$ cat config.mk
export PLATFORM = sky130hd
export DESIGN_NAME = carry_chain_seq_flat
export DESIGN_NICKNAME = d
export VERILOG_FILES = /design/src/rtl/carry_chain_seq_if.sv /design/src/rtl/carry_chain_seq.sv /design/src/flat_wrapper.sv
export SDC_FILE = /design/constraint.sdc
export NUM_CORES = 1
export LEC_CHECK = 0
export CAP_MARGIN = 15
export CORE_MARGIN = 2
export CORE_UTILIZATION = 45
export DETAILED_ROUTE_END_ITERATION = 8
export GPL_ROUTABILITY_DRIVEN = 0
export PLACE_DENSITY = 0.7
export SLEW_MARGIN = 20
export SYNTH_ARGS = -nofsm -noshare
export SYNTH_HDL_FRONTEND = slang
export SYNTH_SLANG_ARGS = --single-unit
$ cat constraint.sdc
create_clock -name clk_i -period 1 [get_ports clk_i]
set_input_delay 0.2 -clock clk_i [delete_from_list [all_inputs] [get_ports clk_i]]
set_output_delay 0.2 -clock clk_i [all_outputs]
set_load 0.02 [all_outputs]
$ cat src/rtl/carry_chain_seq_if.sv
`default_nettype none
// ============================================================================
// Module   : carry_chain_seq_if
// Purpose  : Operand-stream / DSP48A1 slice control bundle of carry_chain_seq.
//            ABORT exists only when CARRY_SEQ_ABORT_EN is defined.
// Revision : 1.0  initial release
// ============================================================================
interface carry_chain_seq_if #(
  parameter int CNT_W = 3
);
  logic             start;
  logic [CNT_W-1:0] nwords;
  logic             carry_init;
  logic             in_valid;
  logic             in_ready;
  logic             slice_ce;
  logic             slice_carryin;
  logic             slice_cecarryin;
  logic             slice_rstcarryin;
  logic             slice_carryout;
  logic             out_valid;
  logic             out_last;
  logic [CNT_W-1:0] word_idx;
  logic             busy;
  logic             done;
  logic             carry_final;
`ifdef CARRY_SEQ_ABORT_EN
  logic             abort;
`endif

  // master: operand source plus slice; slave: the sequencer
  modport master (
    output start, nwords, carry_init, in_valid, slice_carryout,
`ifdef CARRY_SEQ_ABORT_EN
    output abort,
`endif
    input  in_ready, slice_ce, slice_carryin, slice_cecarryin, slice_rstcarryin,
    input  out_valid, out_last, word_idx, busy, done, carry_final
  );

  modport slave (
    input  start, nwords, carry_init, in_valid, slice_carryout,
`ifdef CARRY_SEQ_ABORT_EN
    input  abort,
`endif
    output in_ready, slice_ce, slice_carryin, slice_cecarryin, slice_rstcarryin,
    output out_valid, out_last, word_idx, busy, done, carry_final
  );
endinterface
`default_nettype wire

$ cat src/rtl/carry_chain_seq.sv
`default_nettype none
// ============================================================================
// Module   : carry_chain_seq
// Purpose  : Walks one DSP48A1 slice through a multi-word add, chaining
//            CARRYOUT back into CARRYIN. Optional ABORT: CARRY_SEQ_ABORT_EN.
// Revision : 1.0  initial release
// ============================================================================
module carry_chain_seq #(
  parameter int MAX_WORDS = 4,
  parameter int CNT_W     = 3,
  parameter int PIPE_LAT  = 2
) (
  input  logic             clk_i,
  input  logic             rst_n_i,
  carry_chain_seq_if.slave bus_if
);

  localparam logic [2:0] S_IDLE    = 3'd0;
  localparam logic [2:0] S_INIT    = 3'd1;
  localparam logic [2:0] S_ISSUE   = 3'd2;
  localparam logic [2:0] S_WAIT    = 3'd3;
  localparam logic [2:0] S_CAPTURE = 3'd4;
  localparam logic [2:0] S_DONE    = 3'd5;

  localparam logic [CNT_W-1:0] MAX_CNT   = CNT_W'(MAX_WORDS);
  localparam logic [3:0]       WAIT_LOAD = 4'(PIPE_LAT - 1);

  logic [1:0]       rst_sync_q;
  logic             rst_n_sync;
  logic [2:0]       state_q, state_d;
  logic [CNT_W-1:0] count_q, count_d;
  logic [CNT_W-1:0] word_idx_q, word_idx_d;
  logic [3:0]       wait_cnt_q, wait_cnt_d;
  logic             carryin_q, carryin_d;
  logic             cecarryin_q, cecarryin_d;
  logic             rstcarryin_q, rstcarryin_d;
  logic             out_valid_q, out_valid_d;
  logic             out_last_q, out_last_d;
  logic             busy_q, busy_d;
  logic             done_q, done_d;
  logic             carry_final_q, carry_final_d;
  logic             abort_w;
  logic             last_w;
  logic             handshake_w;
  logic [CNT_W-1:0] nwords_clamped_w;

  // Asynchronous assertion, release retimed to clk_i
  always_ff @(posedge clk_i or negedge rst_n_i) begin
    if (!rst_n_i) rst_sync_q <= 2'b00;
    else          rst_sync_q <= {rst_sync_q[0], 1'b1};
  end
  assign rst_n_sync = rst_sync_q[1];

`ifdef CARRY_SEQ_ABORT_EN
  assign abort_w = bus_if.abort & (state_q != S_IDLE);
`else
  assign abort_w = 1'b0;
`endif

  assign bus_if.in_ready = (state_q == S_ISSUE) & ~abort_w;
  assign bus_if.slice_ce = bus_if.in_ready & bus_if.in_valid;
  assign handshake_w     = bus_if.slice_ce;
  assign last_w          = (word_idx_q == count_q - CNT_W'(1));

  assign nwords_clamped_w = (bus_if.nwords == '0)     ? CNT_W'(1) :
                            (bus_if.nwords > MAX_CNT) ? MAX_CNT   : bus_if.nwords;

  always_ff @(posedge clk_i or negedge rst_n_sync) begin
    if (!rst_n_sync) begin
      state_q       <= S_IDLE;
      count_q       <= '0;
      word_idx_q    <= '0;
      wait_cnt_q    <= '0;
      carryin_q     <= 1'b0;
      cecarryin_q   <= 1'b0;
      rstcarryin_q  <= 1'b0;
      out_valid_q   <= 1'b0;
      out_last_q    <= 1'b0;
      busy_q        <= 1'b0;
      done_q        <= 1'b0;
      carry_final_q <= 1'b0;
    end else begin
      state_q       <= state_d;
      count_q       <= count_d;
      word_idx_q    <= word_idx_d;
      wait_cnt_q    <= wait_cnt_d;
      carryin_q     <= carryin_d;
      cecarryin_q   <= cecarryin_d;
      rstcarryin_q  <= rstcarryin_d;
      out_valid_q   <= out_valid_d;
      out_last_q    <= out_last_d;
      busy_q        <= busy_d;
      done_q        <= done_d;
      carry_final_q <= carry_final_d;
    end
  end

  always_comb begin
    state_d = state_q;
    case (state_q)
      S_IDLE:    if (bus_if.start) state_d = S_INIT;
      S_INIT:    state_d = S_ISSUE;
      S_ISSUE:   if (handshake_w) state_d = (PIPE_LAT == 1) ? S_CAPTURE : S_WAIT;
      S_WAIT:    if (wait_cnt_q == 4'd1) state_d = S_CAPTURE;
      S_CAPTURE: state_d = last_w ? S_DONE : S_ISSUE;
      S_DONE:    state_d = S_IDLE;
      default:   state_d = S_IDLE;
    endcase
    if (abort_w) state_d = S_IDLE;
  end

  // Registered outputs are decoded from state_d so they line up with the state they describe
  always_comb begin
    count_d       = count_q;
    word_idx_d    = word_idx_q;
    wait_cnt_d    = wait_cnt_q;
    carry_final_d = carry_final_q;
    carryin_d     = 1'b0;
    cecarryin_d   = 1'b0;
    rstcarryin_d  = 1'b0;
    case (state_q)
      S_IDLE: if (state_d == S_INIT) begin
        count_d       = nwords_clamped_w;
        word_idx_d    = '0;
        carry_final_d = 1'b0;
        carryin_d     = bus_if.carry_init;
        cecarryin_d   = bus_if.carry_init;
        rstcarryin_d  = ~bus_if.carry_init;
      end
      S_ISSUE: if (handshake_w) wait_cnt_d = WAIT_LOAD;
      S_WAIT:  wait_cnt_d = wait_cnt_q - 4'd1;
      S_CAPTURE: begin
        if (last_w) begin
          carry_final_d = bus_if.slice_carryout;
        end else begin
          carryin_d   = bus_if.slice_carryout;
          cecarryin_d = 1'b1;
          word_idx_d  = word_idx_q + CNT_W'(1);
        end
      end
      default: ;
    endcase
    if (abort_w) begin
      carry_final_d = carry_final_q;
      word_idx_d    = word_idx_q;
      carryin_d     = 1'b0;
      cecarryin_d   = 1'b0;
      rstcarryin_d  = 1'b1;
    end
    out_valid_d = (state_d == S_CAPTURE);
    out_last_d  = (state_d == S_CAPTURE) && (word_idx_d == count_d - CNT_W'(1));
    done_d      = (state_d == S_DONE);
    busy_d      = (state_d != S_IDLE);
  end

  assign bus_if.slice_carryin    = carryin_q;
  assign bus_if.slice_cecarryin  = cecarryin_q;
  assign bus_if.slice_rstcarryin = rstcarryin_q;
  assign bus_if.out_valid        = out_valid_q;
  assign bus_if.out_last         = out_last_q;
  assign bus_if.word_idx         = word_idx_q;
  assign bus_if.busy             = busy_q;
  assign bus_if.done             = done_q;
  assign bus_if.carry_final      = carry_final_q;

endmodule
`default_nettype wire

$ cat src/flat_wrapper.sv
// flat-port wrapper written by rule: the top's interface ports become plain ports
module carry_chain_seq_flat 
#(
  parameter int MAX_WORDS = 4,
  parameter int CNT_W     = 3,
  parameter int PIPE_LAT  = 2
)
  (clk_i, rst_n_i, bus_if_start, bus_if_nwords, bus_if_carry_init, bus_if_in_valid, bus_if_slice_carryout, bus_if_in_ready, bus_if_slice_ce, bus_if_slice_carryin, bus_if_slice_cecarryin, bus_if_slice_rstcarryin, bus_if_out_valid, bus_if_out_last, bus_if_word_idx, bus_if_busy, bus_if_done, bus_if_carry_final);
  carry_chain_seq_if #(.CNT_W(CNT_W)) bus_if_i ();
  input  logic clk_i;
  input  logic rst_n_i;
  input wire logic [$bits(bus_if_i.start)-1:0] bus_if_start;
  input wire logic [$bits(bus_if_i.nwords)-1:0] bus_if_nwords;
  input wire logic [$bits(bus_if_i.carry_init)-1:0] bus_if_carry_init;
  input wire logic [$bits(bus_if_i.in_valid)-1:0] bus_if_in_valid;
  input wire logic [$bits(bus_if_i.slice_carryout)-1:0] bus_if_slice_carryout;
  output wire logic [$bits(bus_if_i.in_ready)-1:0] bus_if_in_ready;
  output wire logic [$bits(bus_if_i.slice_ce)-1:0] bus_if_slice_ce;
  output wire logic [$bits(bus_if_i.slice_carryin)-1:0] bus_if_slice_carryin;
  output wire logic [$bits(bus_if_i.slice_cecarryin)-1:0] bus_if_slice_cecarryin;
  output wire logic [$bits(bus_if_i.slice_rstcarryin)-1:0] bus_if_slice_rstcarryin;
  output wire logic [$bits(bus_if_i.out_valid)-1:0] bus_if_out_valid;
  output wire logic [$bits(bus_if_i.out_last)-1:0] bus_if_out_last;
  output wire logic [$bits(bus_if_i.word_idx)-1:0] bus_if_word_idx;
  output wire logic [$bits(bus_if_i.busy)-1:0] bus_if_busy;
  output wire logic [$bits(bus_if_i.done)-1:0] bus_if_done;
  output wire logic [$bits(bus_if_i.carry_final)-1:0] bus_if_carry_final;
  assign bus_if_i.start = bus_if_start;
  assign bus_if_i.nwords = bus_if_nwords;
  assign bus_if_i.carry_init = bus_if_carry_init;
  assign bus_if_i.in_valid = bus_if_in_valid;
  assign bus_if_i.slice_carryout = bus_if_slice_carryout;
  assign bus_if_in_ready = bus_if_i.in_ready;
  assign bus_if_slice_ce = bus_if_i.slice_ce;
  assign bus_if_slice_carryin = bus_if_i.slice_carryin;
  assign bus_if_slice_cecarryin = bus_if_i.slice_cecarryin;
  assign bus_if_slice_rstcarryin = bus_if_i.slice_rstcarryin;
  assign bus_if_out_valid = bus_if_i.out_valid;
  assign bus_if_out_last = bus_if_i.out_last;
  assign bus_if_word_idx = bus_if_i.word_idx;
  assign bus_if_busy = bus_if_i.busy;
  assign bus_if_done = bus_if_i.done;
  assign bus_if_carry_final = bus_if_i.carry_final;
  carry_chain_seq #(.MAX_WORDS(MAX_WORDS), .CNT_W(CNT_W), .PIPE_LAT(PIPE_LAT)) u_core (.clk_i(clk_i), .rst_n_i(rst_n_i), .bus_if(bus_if_i));
endmodule
==> results of run 1 <==
cells in the mapped netlist, types with 2 or more instances:
cell | instances | area (µm²)
o31ai_1 | 4 | 30.0
nand3_1 | 3 | 15.0
xor2_1 | 4 | 35.0
a21oi_1 | 2 | 10.0
nand2_1 | 15 | 56.3
o21ai_0 | 3 | 15.0
mux2i_1 | 3 | 30.0
inv_1 | 9 | 33.8
xnor2_1 | 3 | 26.3
ha_1 | 4 | 50.1
dfrtp_1 | 23 | 576
nor2_1 | 8 | 30.0
o22ai_1 | 2 | 12.5
metal layers:
| metal | GRT usage [%] | share of wire (%) | vias up |
|---|---|---|---|
| li1 | - | - | 549 |
| met1 | 32.3 | 39 | 640 |
| met2 | 51.9 | 52 | 57 |
| met3 | 4.22 | 4.0 | 25 |
| met4 | 22.6 | 5.2 | 0 |
| met5 | 0 | 0 | - |
cells by family (layout without fill, tap and decap cells):
kind of cell | after synthesis | in the layout | synth area share (%)
xor gates and xnor gates | 8 | 8 | 7.04
DFF | 23 | 23 | 48.3
other | 1 | 1 | 0.315
and+or+nand+nor | 40 | 40 | 18.0
muxes | 4 | 4 | 3.68
AOI/OAI and AO/OA | 19 | 19 | 14.0
buffers and inverters | 12 | 93 | 4.52
adders and majority gates | 4 | 4 | 4.20
state kept, by name, indices dropped and copies added (netlist names):
signal	cells
u_core.bus_if.carry_final	1
u_core.bus_if.slice_cecarryin	1
u_core.bus_if.out_last	1
u_core.bus_if.busy	1
u_core.state_q	3
u_core.count_q	3
u_core.bus_if.slice_carryin	1
u_core.bus_if.word_idx	3
u_core.bus_if.slice_rstcarryin	1
u_core.wait_cnt_q	4
u_core.rst_sync_q	2
u_core.bus_if.out_valid	1
u_core.bus_if.done	1
report_power, final:
part	switching (mW)	leakage (nW)	internal (mW)	total (mW)
sequential	0.286	0.289	1.23	1.52
clock	0.309	0.0150	0.157	0.466
combinational	2.99	0.786	3.25	6.24
through the flow:
step                      TNS, ps  hold WS (ps)
after CTS                  -16520          25.6
after floorplan             -9540         -95.6
after global routing       -20060          13.5
after global placement     -15500           211
final                      -18600          23.1
after detailed placement   -15980           223
cell type report:
class | instances | area, µm² | share of cell area, %
Tap cell | 30 | 37.5 | 1.61
Sequential cell | 23 | 581 | 25.0
Inverter | 9 | 33.8 | 1.45
Timing Repair Buffer | 80 | 779 | 33.5
Clock buffer | 4 | 26.3 | 1.13
Multi-Input combinational cell | 76 | 868 | 37.3
timing repair:
| item | in CTS | in global routing |
|---|---|---|
| resized for setup | 123 | 38 |
| pin swaps | 19 | 18 |
| endpoints found under the setup margin | 34 | 34 |
| buffers inserted | 23 | 12 |
| hold endpoints to repair | 0 | 0 |
how the worst max path moves through the flow:
stage                             end  cells after the start  slack [ps]                 startpoint
2_1_floorplan  u_core.bus_if.out_last                      6        -920  u_core.bus_if.word_idx[2]
3_3_place_gp   u_core.bus_if.out_last                      8       -1110               bus_if_start
3_5_place_dp   u_core.bus_if.out_last                      8       -1160               bus_if_start
4_1_cts        u_core.bus_if.out_last                      8       -1030          u_core.count_q[1]
5_1_grt        u_core.bus_if.out_last                      8       -1190          u_core.count_q[1]
6_report       u_core.bus_if.out_last                      8       -1120          u_core.count_q[1]
==> reports/results.ini, run 1 <==
[outcome]
status = complete, but fails checks
violations = negative setup slack

[yosys]
synth_edf_count = 0
syn-num-nets = 124
ys_ff_latch = 23
ys_types = 41
ys_async_sr_fraction_pct = 100
yosys_warnings = 0
syn_area_per_cell_um2 = 10.7
netlist_area_um2 = 1190
yosysSeqAreaShare_pct = 48.3
synthFlopType = dfrtp_1
synth_cells = 111

[critical_path]
worstPathBufferInverterCount = 2
slowest_stage = dfrtp_1
worst_path_largest_cell_delay_ps = 430
ff2ff_path_depth = 8
cp-start-kind = register
path_delay_family = compound AO/OA/AOI/OAI gates
critPathKind = reg2reg
timing.rr.start = u_core.count_q[1]
crit_required_ps = 1240
r2r_end = u_core.bus_if.out_last
endpoint_kind = register
ff2ff_setup_slack_ps = -1120
crit_arrival_ps = 2360
cp_cell_sequence = inv_2, ha_4, xnor3_2, a31oi_4, mux2i_4, buf_4, o32ai_2, o211a_1
critPathMaxFanout = 3

[clocking]
cts_buffers = 3
clock_latency_ps = 330
clock-sinks = 23
cts-root-buf = clkbuf_4
clkSlewWorstSetupHoldPaths_ps = 140
cts_tree = yes
cts_buffer_depth = 2
ctsHoldBuffers = 0
htreeDepth = 1

[sta]
final_hold_viol_count = 0
fmax_ghz = 0.472
rsz0062_at_grt = true
drv_slew = 0
skew_ps = 13.4
finalCritPeriodShare_pct = 212
layout_setup_ws_ps = -1120
min_period_ps = 2120
setup_viol = 34

[route]
vias_per_cell = 5.73
totalWireLength_um = 4780
drc = 0
drtIter0Drc = 46
wire_per_inst_um = 21.5
antenna_left = 0
num_vias = 1271
first_pass_iters = 4

[grt]
grt_use_total_pct = 29.8
grt_pass1_vias = 1392
grt_overflow = 0
antenna_found_initial = 0
grt_pass1_wl_um = 6880
grt_max_degree = 22

[floorplanning]
fp.dieW_um = 55.5
num_rows = 18
core_um2 = 2500
die_height_um = 55.5
io_pins = 22
dieArea_um2 = 3070
start_util_pct = 47.6

[layout]
drive_above_1_share_pct = 64.6
utilization_pct = 93.0
final_cell_mix = buf_6 (37), buf_4 (33), dfrtp_1 (19)
area_growth_pct = 95.3
n_fill_cell = 79
final_nets = 206
final_common_cell = buf_6
diodes = 0
layout.cells.non_filler = 222
design_area_um2 = 2330

[placed_design]
dp_hpwl_um = 1950
pre_cts_ws_ps = -1160
dp.cells = 194
dpl-instance-area_um2 = 1750
io_buffers = 21

[job]
drv_cap = 0

[power_and_ir_drop]
total_power_mw = 8.23
p_leak_nw = 1.09
p_per_area_nw_per_um2 = 3540
ir_drop_mv = 2.99

[hold_path]
worstHoldPathType = in2async

Power figures use the tool's default switching activity.
==> run 2, diff against run 1 <==
--- a/config.mk
+++ b/config.mk
@@ -8,6 +8,7 @@
 export CAP_MARGIN = 15
 export CORE_MARGIN = 2
 export CORE_UTILIZATION = 45
+export CTS_BUF_LIST = sky130_fd_sc_hd__clkbuf_16
 export DETAILED_ROUTE_END_ITERATION = 8
 export GPL_ROUTABILITY_DRIVEN = 0
 export PLACE_DENSITY = 0.7
==> reports/results.ini, run 2 (synthesis gave the netlist of run 1 again) <==
[outcome]
status = complete, but fails checks
violations = negative setup slack

[layout]
largest_register = u_core.wait_cnt_q
largest_register_ffs = 4  ; unchanged
area_growth_pct = 95.1
final_nets = 207  ; +0.49%
final_cell_mix = buf_4 (33), buf_6 (31), dfrtp_1 (18)
diodes = 0  ; unchanged
final_common_cell = buf_4
drive_above_1_share_pct = 64.2  ; -0.33 points

[sta]
rsz0062_at_grt = true
hold_slack_ps = 107  ; +84.2 ps
drv_slew = 0  ; unchanged
fmax_ghz = 0.469  ; -0.65%
skew_ps = 6.44  ; -6.99 ps
finalSetupTns_ps = -16880  ; +1720 ps
min_period_ps = 2130  ; +13.9 ps
final_hold_viol_count = 0  ; unchanged
layout_setup_ws_ps = -1130  ; -13.9 ps
tightest_slew_ps = 504
setup_viol = 26  ; -24%
finalCritPeriodShare_pct = 213  ; +1.4 points
slew_headroom_pct = 66.3

[power_and_ir_drop]
ir_drop_mv = 3.24  ; +8.2%
p_per_area_nw_per_um2 = 3660  ; +3.5%
p_leak_nw = 1.09  ; about the same

[grt]
grt_pass1_wl_um = 6670  ; -3.1%
grt_pass1_vias = 1278  ; -8.2%
antenna_found_initial = 0  ; unchanged
grt_use_total_pct = 28.2  ; -1.6 points
grt_overflow = 0  ; unchanged
grt_max_degree = 22  ; unchanged

[route]
wire_per_inst_um = 22.0  ; +1.9%
num_vias = 1296  ; +2.0%
drtIter0Drc = 81  ; +76%
first_pass_iters = 4  ; unchanged
drc = 0  ; unchanged
antenna_left = 0  ; unchanged
vias_per_cell = 5.81  ; +1.5%
totalWireLength_um = 4900  ; +2.4%

[floorplanning]
dieArea_um2 = 3070  ; unchanged
num_rows = 18  ; unchanged
fp.dieW_um = 55.5  ; unchanged
die_height_um = 55.5  ; unchanged
io_pins = 22  ; unchanged
start_util_pct = 47.6  ; unchanged
core_um2 = 2500  ; unchanged

[hold_path]
worstHoldPathType = in2async

[clocking]
ctsHoldBuffers = 0  ; unchanged
cts_tree = yes
cts_buffer_depth = 2  ; unchanged
cts-root-buf = clkbuf_16
htreeDepth = 1  ; unchanged
cts_buffers = 3  ; unchanged
clock_latency_ps = 260  ; -70 ps
clkSlewWorstSetupHoldPaths_ps = 60  ; -80 ps
clock-sinks = 23  ; unchanged

[critical_path]
endpoint_kind = register
ff2ff_path_depth = 8  ; unchanged
path_delay_family = compound AO/OA/AOI/OAI gates
slowest_stage = dfrtp_1
cp_cell_sequence = inv_2, ha_4, xnor3_2, a31oi_4, mux2i_4, or2_1, o32ai_2, o211a_1
critPathMaxFanout = 3  ; unchanged
crit_arrival_ps = 2280  ; -80 ps
crit_required_ps = 1150  ; -90 ps
cp-start-kind = register
worstPathBufferInverterCount = 1  ; -1
worst_path_largest_cell_delay_ps = 400  ; -30 ps
cp.depth = 8  ; unchanged
critPathKind = reg2reg

[placed_design]
dp_hpwl_um = 1950  ; unchanged
io_buffers = 21  ; unchanged
pre_cts_ws_ps = -1160  ; unchanged

[job]
drv_cap = 0  ; unchanged

[run 2: layout make-up]
cell class	instances	area [µm²]
clock buffers	3	75.1
clock inverters	1	3.75
fillers	78	176
inverters	9	33.8
multi-input cells	76	840
flip-flops and latches	23	582
well taps	30	37.5
repair buffers	81	752
[run 2: metrics by stage]
step	cell area (µm²)	cells	power, mW	util (%)
4_1_cts	2160	216	7.47	86.6
2_1_floorplan	1270	111	3.50	-
6_report	2320	223	8.51	92.9
3_3_place_gp	1750	194	4.94	70.0
5_1_grt	2320	223	8.86	92.9
3_5_place_dp	1750	194	5.02	70.0
[run 2: worst paths after layout]
path / slack, ps / from / to
min in group clk_i: 350 / u_core.rst_sync_q[0] / u_core.rst_sync_q[1]
worst max-delay path: -1130 / u_core.count_q[0] / u_core.bus_if.out_last
max in group asynchronous: 540 / u_core.rst_sync_q[1] / u_core.state_q[0]
worst min register to register: 210 / u_core.rst_sync_q[1] / u_core.bus_if.done
worst max register to register: -1130 / u_core.count_q[0] / u_core.bus_if.out_last
worst min-delay path: 110 / rst_n_i / u_core.rst_sync_q[1]
[run 2: timing repair]
action                                  4_1_cts  5_1_grt
pin swaps                                    17       11
endpoints found under the setup margin       34       28
gates resized for setup                     116       33
setup buffers                                21       12
[run 2: routing by layer]
metal  wire length [µm]  part of all wire (%)  vias up  GRT usage (%)
met2               2620                    53       67           50.9
met3                238                   4.9       18           3.75
met5                  0                     0        -              0
li1                   -                     -      550              -
met1               1850                    38      661           34.0
met4                189                   3.9        0           10.5
[run 2: worst reg2reg max path, cell delays in order, from the launching register on]
cell	delay (ps)
dfrtp_1	400
inv_2	80
ha_4	140
xnor3_2	280
a31oi_4	290
mux2i_4	350
or2_1	180
o32ai_2	90
o211a_1	210
[run 2: power breakdown]
part	switching, mW	internal, mW
sequential	0.291	1.24
combinational	2.90	3.20
clock	0.345	0.535
==> run 3, diff against run 2 <==
--- a/config.mk
+++ b/config.mk
@@ -11,7 +11,8 @@
 export CTS_BUF_LIST = sky130_fd_sc_hd__clkbuf_16
 export DETAILED_ROUTE_END_ITERATION = 8
 export GPL_ROUTABILITY_DRIVEN = 0
-export PLACE_DENSITY = 0.7
+export PLACE_DENSITY = 0.84
+export SKIP_LAST_GASP = 1
 export SLEW_MARGIN = 20
 export SYNTH_ARGS = -nofsm -noshare
 export SYNTH_HDL_FRONTEND = slang
==> reports/results.ini, run 3 (synthesis gave the netlist of run 1 again) <==
[layout]
final_nets = 205  ; -0.97%
final_common_cell = buf_6
largest_register_ffs = 4  ; unchanged
drive_above_1_share_pct = 60.7  ; -3.5 points
multiInputGateArea_um2 = 801  ; -4.6%
largest_register = u_core.wait_cnt_q
n_fill_cell = 99  ; +27%
area_growth_pct = 89.9
final_cell_mix = buf_6 (33), buf_4 (31), dfrtp_1 (18)
diodes = 0  ; unchanged
utilization_pct = 90.5  ; -2.5 points
seq_area_um2 = 582  ; unchanged

[grt]
grt_max_degree = 22  ; unchanged
grt_pass1_vias = 1212  ; -5.2%
grt_overflow = 0  ; unchanged
antenna_found_initial = 0  ; unchanged
grt_pass1_wl_um = 5910  ; -11%
grt_use_total_pct = 25.4  ; -2.8 points

[route]
num_vias = 1249  ; -3.6%
totalWireLength_um = 4440  ; -9.4%
antenna_left = 0  ; unchanged
drtIter0Drc = 47  ; -42%
drc = 0  ; unchanged
vias_per_cell = 5.65  ; -2.8%
first_pass_iters = 4  ; unchanged
wire_per_inst_um = 20.1  ; -8.6%

[job]
drv_cap = 0  ; unchanged

[placed_design]
pre_cts_ws_ps = -1200  ; -32.2 ps
dp_hpwl_um = 2050  ; +4.9%
io_buffers = 21  ; unchanged

[clocking]
clock_latency_ps = 260  ; about the same
htreeDepth = 1  ; unchanged
clock-sinks = 23  ; unchanged
cts_buffer_depth = 2  ; unchanged
cts_tree = yes
ctsHoldBuffers = 0  ; unchanged
cts_buffers = 3  ; unchanged
cts-root-buf = clkbuf_16
clkSlewWorstSetupHoldPaths_ps = 60  ; about the same

[power_and_ir_drop]
ir_drop_mv = 3.45  ; +6.5%
p_leak_nw = 1.07  ; -2.1%
p_per_area_nw_per_um2 = 3670  ; +0.31%

[sta]
layout_setup_ws_ps = -1080  ; +52.5 ps
fmax_ghz = 0.481  ; +2.5%
setup_viol = 29  ; +12%
finalCritPeriodShare_pct = 208  ; -5.2 points
drv_slew = 0  ; unchanged
min_period_ps = 2080  ; -52.5 ps
skew_ps = 3.81  ; -2.63 ps
final_hold_viol_count = 0  ; unchanged
rsz0062_at_grt = true

[critical_path]
critPathMaxFanout = 3  ; unchanged
critPathKind = reg2reg
crit_required_ps = 1150  ; about the same
cp-start-kind = register
crit_arrival_ps = 2230  ; -50 ps
endpoint_kind = register
ff2ff_path_depth = 8  ; unchanged

[floorplanning]
num_rows = 18  ; unchanged
dieArea_um2 = 3070  ; unchanged
io_pins = 22  ; unchanged
core_um2 = 2500  ; unchanged
fp.dieW_um = 55.5  ; unchanged
start_util_pct = 47.6  ; unchanged
die_height_um = 55.5  ; unchanged

[hold_path]
worstHoldPathType = in2async

[outcome]
status = complete, but fails checks
violations = negative setup slack

==> run 3: cell types whose count changed in the layout (fill, tap and decap cells not counted), moves of 2 or more <==
cell / change
buf_6: +2
nand2_4: +2
buf_8: -2
nand2_2: -2
xnor2_1: +2
xnor2_2: -2
buf_4: -2
==> run 3: power by group <==
| part | switching, mW | internal (mW) |
|---|---|---|
| combinational | 2.82 | 3.10 |
| clock | 0.341 | 0.535 |
| sequential | 0.273 | 1.24 |
| total | 3.43 | 4.88 |
==> run 3: per-stage QoR <==
stage,setup TNS (ps),instances,hold slack (ps),instance area (µm²),power [mW]
3_3_place_gp,-15170,192,210,1730,4.84
5_1_grt,-17680,221,110,2260,8.64
4_1_cts,-13720,210,101,2020,7.01
2_1_floorplan,-9540,111,-95.6,1270,3.50
3_5_place_dp,-15880,192,217,1730,4.98
6_report,-16660,221,95.0,2260,8.31
==> run 3: final timing paths <==
check / startpoint / endpoint / slack (ps)
min in group clk_i: u_core.rst_sync_q[0] / u_core.rst_sync_q[1] / 350
worst max-delay path: u_core.count_q[1] / u_core.bus_if.out_last / -1080
worst min register to register: u_core.rst_sync_q[1] / u_core.bus_if.slice_rstcarryin / 210
worst max register to register: u_core.count_q[1] / u_core.bus_if.out_last / -1080
worst min-delay path: rst_n_i / u_core.rst_sync_q[0] / 100
max in group asynchronous: u_core.rst_sync_q[1] / u_core.state_q[2] / 540
==> run 3: layer usage <==
layer  track usage, %  vias up  share of wire (%)
li1                 -      547                  -
met1             26.8      627                 37
met2             46.8       62                 55
met3             5.62       13                5.1
met4             12.9        0                2.6
met5                0        -                  0
==> run 3: cell type report <==
cell class / count / share of cell area [%]
inverters: 9 / 1.49
flip-flops and latches: 23 / 25.7
clock inverters: 1 / 0.166
repair buffers: 79 / 32.2
multi-input cells: 76 / 35.4
well taps: 30 / 1.66
clock buffers: 3 / 3.32
==> run 3: critical path: stages, from the launching register on <==
cell and delay [ps]:
dfrtp_1 390, inv_2 80, ha_4 130, xnor3_2 300, a31oi_4 260, mux2i_2 310, or2_0 180, o32ai_1 100
o211a_1 210
==> run 3: repair_timing <==
item,in CTS,in global routing
gates resized for setup,96,42
buffers inserted,15,15
pin swaps,10,17
setup endpoints to repair,34,28
